`src/rtl/elf_keypad_pkg.sv`:
```
// Shared constants for the ELF keypad front end: PS/2 set-2 scancodes and IN-button FSM state.
package elf_keypad_pkg;

  localparam logic [7:0] ScEnter = 8'h5A;
  localparam logic [7:0] ScBksp  = 8'h66;
  localparam logic [7:0] ScLoad  = 8'h4B;
  localparam logic [7:0] ScRun   = 8'h2D;
  localparam logic [7:0] ScMp    = 8'h3A;

  // Index i holds the scancode of hex digit i.
  localparam logic [15:0][7:0] HexCodes = {
    8'h2B, 8'h24, 8'h23, 8'h21, 8'h32, 8'h1C, 8'h46, 8'h3E,
    8'h3D, 8'h36, 8'h2E, 8'h25, 8'h26, 8'h1E, 8'h16, 8'h45
  };

  typedef enum logic [1:0] {
    InIdle    = 2'd0,
    InHeld    = 2'd1,
    InStretch = 2'd2
  } in_state_e;

endpackage

```
`src/rtl/elf_scan_decode.sv`:
```
// Combinational scancode classifier: hex digit value plus the ELF control keys.
module elf_scan_decode
  import elf_keypad_pkg::*;
(
  input  logic [7:0] scancode,
  output logic       is_hex,
  output logic [3:0] digit,
  output logic       is_bksp,
  output logic       is_enter,
  output logic       is_load,
  output logic       is_run,
  output logic       is_mp
);

  always_comb begin
    is_hex = 1'b0;
    digit  = 4'h0;
    for (int i = 0; i < 16; i++) begin
      if (scancode == HexCodes[i]) begin
        is_hex = 1'b1;
        digit  = 4'(i);
      end
    end
    is_bksp  = (scancode == ScBksp);
    is_enter = (scancode == ScEnter);
    is_load  = (scancode == ScLoad);
    is_run   = (scancode == ScRun);
    is_mp    = (scancode == ScMp);
  end

endmodule

```
`src/rtl/elf_keypad.sv`:
```
// PS/2 keyboard to COSMAC ELF front panel: data switches, LOAD/RUN/MP toggles and a
// minimum-width IN button pulse.
module elf_keypad
  import elf_keypad_pkg::*;
#(
  parameter int unsigned IN_HOLD = 48000
) (
  input  logic        clk,
  input  logic        reset_n,
  input  logic [10:0] ps2_key,
  output logic [7:0]  data_sw,
  output logic        in_btn,
  output logic        load_sw,
  output logic        run_sw,
  output logic        mp_sw,
  output logic        key_evt
);

  localparam int unsigned CntW = $clog2(IN_HOLD) + 1;
  localparam logic [CntW-1:0] CntLoad = CntW'(IN_HOLD - 1);

  logic            strobe_q, primed_q;
  logic [7:0]      data_q;
  logic            load_q, run_q, mp_q, evt_q, in_btn_q;
  in_state_e       state_q, state_d;
  logic [CntW-1:0] cnt_q, cnt_d;

  logic       is_hex, is_bksp, is_enter, is_load, is_run, is_mp;
  logic [3:0] digit;

  elf_scan_decode u_decode (
    .scancode (ps2_key[7:0]),
    .is_hex   (is_hex),
    .digit    (digit),
    .is_bksp  (is_bksp),
    .is_enter (is_enter),
    .is_load  (is_load),
    .is_run   (is_run),
    .is_mp    (is_mp)
  );

  // Strobe toggles mark new keyboard events; the first cycle after reset only primes the copy.
  logic evt, press, release_evt, mapped, enter_press, enter_rel;

  always_comb begin
    evt         = primed_q & (ps2_key[10] ^ strobe_q) & ~ps2_key[8];
    press       = evt & ps2_key[9];
    release_evt = evt & ~ps2_key[9];
    mapped      = is_hex | is_bksp | is_enter | is_load | is_run | is_mp;
    enter_press = press & is_enter;
    enter_rel   = release_evt & is_enter;
  end

  // IN button: held while Enter is down, stretched afterwards to at least IN_HOLD cycles.
  always_comb begin
    state_d = state_q;
    cnt_d   = cnt_q;
    case (state_q)
      InIdle: begin
        if (enter_press) begin
          state_d = InHeld;
          cnt_d   = CntLoad;
        end
      end
      InHeld: begin
        if (cnt_q != '0) cnt_d = cnt_q - CntW'(1);
        if (enter_rel) state_d = InStretch;
      end
      InStretch: begin
        if (enter_press) begin
          state_d = InHeld;
          cnt_d   = CntLoad;
        end else if (cnt_q == '0) begin
          state_d = InIdle;
        end else begin
          cnt_d = cnt_q - CntW'(1);
        end
      end
      default: begin
        state_d = InIdle;
        cnt_d   = '0;
      end
    endcase
  end

  always_ff @(posedge clk or negedge reset_n) begin
    if (!reset_n) begin
      strobe_q <= 1'b0;
      primed_q <= 1'b0;
      data_q   <= 8'h00;
      load_q   <= 1'b0;
      run_q    <= 1'b0;
      mp_q     <= 1'b0;
      evt_q    <= 1'b0;
      in_btn_q <= 1'b0;
      state_q  <= InIdle;
      cnt_q    <= '0;
    end else begin
      strobe_q <= ps2_key[10];
      primed_q <= 1'b1;
      evt_q    <= press & mapped;
      if (press) begin
        if (is_hex) data_q <= {data_q[3:0], digit};
        else if (is_bksp) data_q <= 8'h00;
        if (is_load) load_q <= ~load_q;
        if (is_run) run_q <= ~run_q;
        if (is_mp) mp_q <= ~mp_q;
      end
      state_q  <= state_d;
      cnt_q    <= cnt_d;
      in_btn_q <= (state_d != InIdle);
    end
  end

  assign data_sw = data_q;
  assign load_sw = load_q;
  assign run_sw  = run_q;
  assign mp_sw   = mp_q;
  assign key_evt = evt_q;
  assign in_btn  = in_btn_q;

endmodule

```
`config.mk`:
```
export PLATFORM = sky130hd
export DESIGN_NAME = elf_keypad
export DESIGN_NICKNAME = d
export VERILOG_FILES = /design/src/rtl/elf_keypad_pkg.sv /design/src/rtl/elf_scan_decode.sv /design/src/rtl/elf_keypad.sv
export SDC_FILE = /design/constraint.sdc
export NUM_CORES = 1
export LEC_CHECK = 0
export ABC_AREA = 0
export BUFFER_PORTS_ARGS = -buffer_cell sky130_fd_sc_hd__clkbuf_2
export CELL_PAD_IN_SITES_DETAIL_PLACEMENT = 1
export CELL_PAD_IN_SITES_GLOBAL_PLACEMENT = 1
export CORE_MARGIN = 2
export CORE_UTILIZATION = 48
export DETAILED_ROUTE_END_ITERATION = 12
export GPL_TIMING_DRIVEN = 0
export HOLD_SLACK_MARGIN = 0.12
export PLACE_DENSITY = 0.91
export SKIP_CTS_REPAIR_TIMING = 1
export SLEW_MARGIN = 10
export SYNTH_ARGS = -nofsm -noshare
export SYNTH_HDL_FRONTEND = slang
export SYNTH_SLANG_ARGS = --single-unit
```
`constraint.sdc`:
```
create_clock -name clk -period 6.39 [get_ports clk]
set_input_delay 0.639 -clock clk [delete_from_list [all_inputs] [get_ports clk]]
set_output_delay 0.639 -clock clk [all_outputs]
set_load 0.01 [all_outputs]
```
# Word level (Yosys, flattened, before mapping)

Index checks and enable logic that the tools add are counted.

Add/sub/neg operators: 1
Equality and inequality tests: 26
Muxes and demuxes: 43
Bitwise logic cells: 18
Reductions and logical operators: 10

Operators by type and width:

| kind                                                                   | number |
|---|---|
| 8-bit by 6-bit equality test with 1-bit output (second input constant) | 13 |
| 17-bit two-way mux                                                     | 4 |
| 17-bit case mux with 3 select lines                                    | 1 |
| 8-bit by 7-bit equality test with 1-bit output (second input constant) | 5 |
| 4-bit two-way mux                                                      | 8 |
| 8-bit by 5-bit equality test with 1-bit output (second input constant) | 3 |
| 17-bit zero test                                                       | 1 |
| 1-bit two-way mux                                                      | 17 |
| 17-bit nonzero test                                                    | 1 |
| 17-bit by 1-bit subtractor with 17-bit output (second input constant)  | 1 |
| 8-bit two-way mux                                                      | 2 |
| 2-bit two-way mux                                                      | 6 |
| 3-bit two-way mux                                                      | 4 |
| 2-bit AND reduction                                                    | 4 |
| 1-bit AND                                                              | 7 |
| 2-bit case mux with 3 select lines                                     | 1 |
| 1-bit inverter                                                         | 5 |
| 1-bit bitwise OR                                                       | 5 |
| 2-bit != test (second input constant)                                  | 2 |
| 2-bit nonzero test                                                     | 2 |
| 3-bit != test (second input constant)                                  | 1 |
| 3-bit AND reduction                                                    | 1 |
| 2-bit by 1-bit equality test with 1-bit output (second input constant) | 1 |
| 2-bit equality test (second input constant)                            | 1 |
| 2 further kinds                                                        | 2 |

Register bits: 34
Input bits: 13
Output and inout bits: 13

# Longest topological paths before layout

Gate-level depths: netlist (run 1).

Depth after elaboration: 23
Mapped depth: 9
Depth with buffers taken out: 8

# Hierarchy

Synthesis (run 1) repeated with hierarchy kept, for this count alone.

Cells, all modules: 281
Area total of the unflattened synthesis: 2477.4 um^2

Modules (own cells, without submodules):

| module          | instances | cells each | area each (um^2) | sequential area each (um^2) |
|---|---|---|---|---|
| elf_keypad      | 1         | 209        | 1971.9           | 850.8 |
| elf_scan_decode | 1         | 72         | 505.5            | 0.0 |

# Worst setup path after synthesis (run 1)

OpenSTA, ideal clock, no wires.

Path kind: input-to-reg
Start: input ps2_key[10]
End: register cnt_q[14]
Library setup time: 0.123 ns
Arrival: 2.151 ns
Required time: 6.267 ns
Slack: 4.116 ns
Cell stages on the path: 6
Buffers on the path: 0
Cell sequence: xnor2_1 and4bb_4 nand4b_4 a31o_1 or4_1 mux2i_1

Cells in the longest elaborated chain, start to end: 7
Elaborated cells between the ends (all ways): 10
Those cells by class: 2 x eq/ne; 2 x mux; 5 x bitwise; 1 x reduce/logical

Ends and longest elaborated chain:

| item                                                                                               | line              | source |
|---|---|---|
| start, declared                                                                                    | elf_keypad.sv:10  | `input logic [10:0] ps2_key,` |
| 1-bit bitwise XOR *                                                                                | elf_keypad.sv:46  | `evt = primed_q & (ps2_key[10] ^ strobe_q) & ~ps2_key[8];` |
| 1-bit AND * (2 in a row)                                                                           | elf_keypad.sv:46  |  |
| 1-bit AND *                                                                                        | elf_keypad.sv:47  | `press = evt & ps2_key[9];` |
| 1-bit AND *                                                                                        | elf_keypad.sv:50  | `enter_press = press & is_enter;` |
| 3-bit != test (no source line), or another cell as far along                                       | n/a               |  |
| 3-bit AND reduction (no source line) / 17-bit case mux with 3 select lines (equally long branches) | n/a               |  |
| end signal, assigned                                                                               | elf_keypad.sv:110 | `cnt_q <= cnt_d;` |
| end, declared                                                                                      | elf_keypad.sv:26  | `logic [CntW-1:0] cnt_q, cnt_d;` |

Every way passes the cells marked *; elsewhere a longest branch is shown, timed or not.
A chain may end at the register's enable or synchronous reset.

# Worst setup path after layout (run 1)

Start: register cnt_q[0]
End: register cnt_q[12]

Cells in the longest elaborated chain, start to end: 4
Elaborated cells between the ends (all ways): 10
Those cells by class: 1 x add/sub; 2 x eq/ne; 4 x mux; 3 x reduce/logical

Ends and longest elaborated chain:

| item                                          | line                               | source |
|---|---|---|
| 17-bit by 1-bit subtractor with 17-bit output | elf_keypad.sv:66, elf_keypad.sv:76 |  |
| 17-bit two-way mux                            | elf_keypad.sv:73                   | `end else if (cnt_q == '0) begin` |
| 17-bit two-way mux                            | elf_keypad.sv:70                   | `if (enter_press) begin` |
| 17-bit case mux with 3 select lines           | elf_keypad.sv:58                   | `case (state_q)` |

Several ways; a longest one is shown, not always the timed one. The select of a mux whose other input is x is not followed.

==> impl_metrics.yaml, run 1 <==
routing:
  vias: 2182
  ant_nets: 0
  routedWlPerCell_microns: 18.22
  wl_microns: 6360
  firstDrtPassIters: 4
  drtIter0Drc: 148
  avgViaCountPerCell: 6.252
  drc: 0
sta:
  max-slew-margin-rel: 0.3674
  setup_tns_ns: 0
  fin_crit_sh: 0.3969
  skew_ns: 0.006659
  finalSetupViolCount: 0
  min_period_ns: 2.536
  drv_slew: 0
  hold_viol_final: 0
  grt_setup_unrepaired: "no"
  worst_pin_slew_ns: 0.9409
  fmax_mhz: 394.3
clock_tree:
  cts_buffers: 5
  htree_num_levels: 2
  clk_pin_slew_ns: 0.07
  clkSinkCount: 34
  root_buffer: "clkbuf_8"
  cts_tree: "done"
  clock_path_buffers: 2
  clkLatencyLatePin_ns: 0.28
synthesis:
  syn-instance-count: 265
  yosys.area.top_type: "dfrtp_1"
  yosysWarningCount: 0
  ys_ff_latch: 34
  yosysUniqueCellTypes: 59
  synth_most_common_cell: "dfrtp_1"
  synth-main-ff-cell: "dfrtp_1"
  syn_avg_cell_area_sq_um: 8.678
  synth_top_cell_area_share: 0.3700
  ys_seq_area_frac: 0.3700
  syn_nets: 279
  synthArstFlopShare: 1.000
  yosys-top-cells-count: "34 x dfrtp_1, 24 x nand2_1, 19 x nor2_1"
  synth_area_leaders: "dfrtp_1 37%, mux2i_1 4.4%, o21ai_0 3.9%, nand2_1 3.9%, nor2_1 3.1%"
  syn_area_sq_um: 2300
  synth_edf_count: 0
die:
  die_h_microns: 73.22
  design.die.area_sq_um: 5360
  die_w_microns: 73.22
  core_sq_um: 4661
  num_rows: 25
  start_util: 0.4934
  io_pins: 26
power_and_ir_drop:
  vdd_drop_max_v: 0.0001142
  power_mw: 0.5346
  p_leak_nw: 1.130
  p_per_area_nw_per_um2: 208.0
placement:
  place_congestion: 0.8414
  place_hpwl_microns: 4694
  placedCellCount: 343
  portBuffers: 24
critical_path:
  timing.rr.start: "cnt_q[0]"
  end_kind: "flop"
  startpoint: "cnt_q[0]"
  cp.required_ns: 6.61
  rr_worst_depth: 8
  critical_path_arrival_ns: 2.75
  criticalPathCategory: "flop to flop"
  crit_path_start_kind: "flop"
  crit_fanout: 8
global_routing:
  grt_pass1_vias: 2231
  grt.total_usage: 0.2592
  grt_pass1_wl_microns: 10810
  overflow: 0
  antenna_found_initial: 0
  grt_max_degree: 35
run_status:
  outcome: "complete, no violations"
final_layout:
  stdcell_count: 349
  diodes: 0
  drive_gt1_frac: 0.1458
  nets: 310
  syn2layout_area_growth_pct: 11.75
worst_hold_path:
  hold_class: "input port to async pin"
run:
  cap_violations: 0
==> cell type report <==
cell class	instances	area [sq um]
multi-input cells	204	1338
flip-flops and latches	34	850.8
repair buffers	24	120.1
clock buffers	6	82.58
well taps	54	67.56
plain buffers	12	55.05
fillers	572	2091
inverters	15	56.30
==> layer usage <==
metal | vias up | global-route usage | share of wire
met5 | - | 0 | 0
met4 | 0 | 0.06996 | 0.0066
met3 | 4 | 0.03591 | 0.041
met2 | 60 | 0.4354 | 0.49
met1 | 1083 | 0.3486 | 0.47
li1 | 1035 | - | -
==> critical path: stages, from the launching register on <==
cell and delay (ns):
dfrtp_1 0.41, inv_1 0.06, ha_1 0.26, nor4b_2 0.20, nand4_1 0.24, inv_1 0.14, o31ai_1 0.81, a21o_1 0.22
a22o_1 0.13
==> state kept, by name, indices dropped and copies added (netlist names) <==
signal	flops
primed_q	1
mp_sw	1
state_q	2
key_evt	1
run_sw	1
load_sw	1
cnt_q	17
in_btn	1
strobe_q	1
data_sw	8
==> cells by family after synthesis <==
kind of cell	after synthesis	share of synthesized area
DFF	34	0.3700
AOI/OAI and AO/OA	65	0.1921
and+or+nand+nor	115	0.2927
muxes	10	0.04353
adders and majority gates	2	0.009793
buffers and inverters	27	0.04842
xor gates and xnor gates	11	0.04189
other	1	0.001631
==> report_power, final <==
| part | internal, mW | switching, mW | total [mW] |
|---|---|---|---|
| Clock | 0.0831 | 0.0731 | 0.156 |
| Combinational | 0.0443 | 0.0583 | 0.103 |
| Sequential | 0.242 | 0.0338 | 0.276 |
==> worst paths after layout <==
kind	to	slack (ns)
worst max-delay path	cnt_q[12]	3.85
worst min-delay path	data_sw[4]	0.45
worst max register to register	cnt_q[12]	3.85
worst min register to register	mp_sw	0.47
max in group asynchronous	cnt_q[3]	5.40
min in group clk	mp_sw	0.47
==> per-stage QoR <==
stage               utilization  hold WS (ns)  setup slack (ns)  instance area [sq um]
CTS                      0.5514        0.4774             3.869                   2570
global placement         0.5337        0.4591             3.802                   2487
finish                   0.5514        0.4548             3.854                   2570
detailed placement       0.5337        0.4602             3.756                   2487
floorplan                     -        0.3434             4.116                   2300
global route             0.5514        0.4942             3.609                   2570
==> cell usage in the layout (no fill, tap or decap), types with 10 or more instances in the layout <==
cell type	synthesis	layout
a21oi_1	11	11
clkbuf_2	0	24
dfrtp_1	34	34
inv_1	15	15
mux2i_1	10	10
nand2_1	24	24
nand3_1	10	10
nor2_1	19	19
nor3_1	11	11
o21ai_0	18	18
(Power assumes the default switching activity.)
==> run 2: changes to the inputs <==
Settings changed: ABC_AREA 0 to 1, CORE_UTILIZATION 48 to 41, PLACE_DENSITY 0.91 to 0.85.
Clock period 6.39 ns to 2.65 ns, I/O delays scaled along.
==> impl_metrics.yaml, run 2 <==
critical_path:
  startpoint: "ps2_key[10]"
  critical_path_arrival_ns: 2.36
  rr_worst_depth: 12
  crit_path_start_kind: "input port"
  cp-endpoint: "cnt_q[8]"
  worstReg2RegEnd: "cnt_q[8]"
  timing.rr.start: "cnt_q[0]"
  criticalPathCategory: "input port to flop"
  ff2ff_setup_slack_ns: 0.61
  end_kind: "flop"
  crit_fanout: 10
  cp.required_ns: 2.88
sta:
  grt_setup_unrepaired: "no"
  hold_viol_final: 0
  max-slew-margin-rel: 0.4128
  min_period_ns: 2.132
  worst_slack_ns: 0.5185
  fin_crit_sh: 0.8043
  worst_pin_slew_ns: 0.8807
  fmax_mhz: 469.2
  setup_tns_ns: 0
  skew_ns: 0.006656
  finalSetupViolCount: 0
  drv_slew: 0
synthesis:
  yosys.area.top_type: "dfrtp_1"
  synth_top_cell_area_share: 0.3366
  synth_most_common_cell: "nand2_1"
  syn-instance-count: 408
  yosysWarningCount: 0
  ys_ff_latch: 34
  synth_edf_count: 0
  yosysUniqueCellTypes: 30
  synth-main-ff-cell: "dfrtp_1"
  syn_area_sq_um: 2527
  syn_nets: 422
  syn_avg_cell_area_sq_um: 6.195
  synth_area_leaders: "dfrtp_1 34%, nand2_1 23%, nor2_1 10%, nand3_1 7.5%, inv_1 5.8%"
  ys_seq_area_frac: 0.3366
  synthArstFlopShare: 1.000
  yosys-top-cells-count: "153 x nand2_1, 68 x nor2_1, 39 x inv_1"
clock_tree:
  root_buffer: "clkbuf_8"
  clkLatencyLatePin_ns: 0.30
  htree_num_levels: 2
  clock_path_buffers: 2
  cts_tree: "done"
  clkSinkCount: 34
  clk_pin_slew_ns: 0.08
  cts_buffers: 5
die:
  die_h_microns: 82.52
  io_pins: 26
  die_w_microns: 82.52
  num_rows: 28
  design.die.area_sq_um: 6809
  start_util: 0.4244
  core_sq_um: 5956
final_layout:
  mostFrequentLayoutCell: "nand2_1"
  drive_gt1_frac: 0.1222
  largest_reg_flops: 17
  nets: 455
  mostFrequentLayoutCells: "153 x nand2_1, 68 x nor2_1, 39 x inv_1, 38 x nand3_1, 34 x dfrtp_1"
  diodes: 0
  top_register: "cnt_q"
  syn2layout_area_growth_pct: 12.48
global_routing:
  grt_pass1_vias: 2731
  grt_pass1_wl_microns: 12820
  grt.total_usage: 0.2506
  grt_max_degree: 35
  antenna_found_initial: 0
  overflow: 0
routing:
  ant_nets: 0
  drtIter0Drc: 112
  wl_microns: 7556
  avgViaCountPerCell: 5.306
  vias: 2743
  routedWlPerCell_microns: 14.62
  firstDrtPassIters: 5
  drc: 0
power_and_ir_drop:
  p_per_area_nw_per_um2: 491.8
  vdd_drop_max_v: 0.0002457
  p_leak_nw: 1.504
  power_mw: 1.398
placement:
  place_hpwl_microns: 5686
  place_congestion: 0.8686
  portBuffers: 25
  pre_cts_ws_ns: 0.6402
worst_hold_path:
  hold_class: "input port to async pin"
run:
  cap_violations: 0
run_status:
  outcome: "complete, no violations"
run 2: cell families (layout without fill, tap and decap cells):
logic type,Yosys count,after routing,synth area share
and+or+nand+nor,290,290,0.4886
buffers and inverters,50,84,0.08564
DFF,34,34,0.3366
AOI/OAI and AO/OA,22,22,0.04803
xor gates and xnor gates,10,10,0.03466
adders and majority gates,1,1,0.004950
other,1,1,0.001484
run 2: per-stage QoR:
stage,util,std cells,instance area (sq um),hold WS (ns)
after CTS,0.4756,516,2833,0.1024
after floorplan,-,408,2527,-0.03059
after global routing,0.4773,517,2843,0.1525
after detailed placement,0.4611,508,2746,0.4162
after global placement,0.4611,508,2746,0.4101
final,0.4773,517,2843,0.07126
run 2: critical path, stage by stage:
cell	delay (ns)
dlygate4sd3_1	0.52
clkbuf_2	0.12
inv_1	0.04
nand2_1	0.08
nand2_1	0.05
nor2_1	0.15
nand2_2	0.16
inv_2	0.15
nand2_4	0.12
a21oi_2	0.15
nand2_2	0.08
inv_2	0.12
buf_4	0.21
nand2_1	0.07
nand2_1	0.07
run 2: worst min path at each step:
| stage | start | endpoint | slack, ns | depth (start not counted) |
|---|---|---|---|---|
| 3_5_place_dp | ps2_key[10] | strobe_q | 0.42 | 1 |
| 6_report | reset_n | data_sw[7] | 0.07 | 1 |
| 2_1_floorplan | reset_n | cnt_q[0] | -0.03 | 0 |
| 3_3_place_gp | ps2_key[10] | strobe_q | 0.41 | 1 |
| 5_1_grt | reset_n | data_sw[5] | 0.15 | 1 |
| 4_1_cts | ps2_key[10] | strobe_q | 0.10 | 1 |
run 2: layout make-up:
cell class / count / area (sq um)
Timing Repair Buffer: 26 / 135.1
Clock inverter: 2 / 13.76
Buffer: 7 / 55.05
Sequential cell: 34 / 850.8
Multi-Input combinational cell: 324 / 1460
Clock buffer: 6 / 72.57
Fill cell: 860 / 3113
Tap cell: 75 / 93.84
Inverter: 43 / 161.4
run 2: power breakdown:
part           switching (mW)  leakage, nW  internal, mW
Sequential              0.104        0.410         0.594
Combinational           0.185         1.05         0.119
Clock                   0.211       0.0452         0.186
Total                   0.500         1.50         0.898
run 2: metal layers:
metal | routed length (microns) | track usage | vias up
met4 | 148 | 0.09344 | 0
li1 | - | - | 1344
met3 | 307 | 0.03370 | 9
met1 | 3558 | 0.3306 | 1331
met5 | 0 | 0 | -
met2 | 3541 | 0.4169 | 59
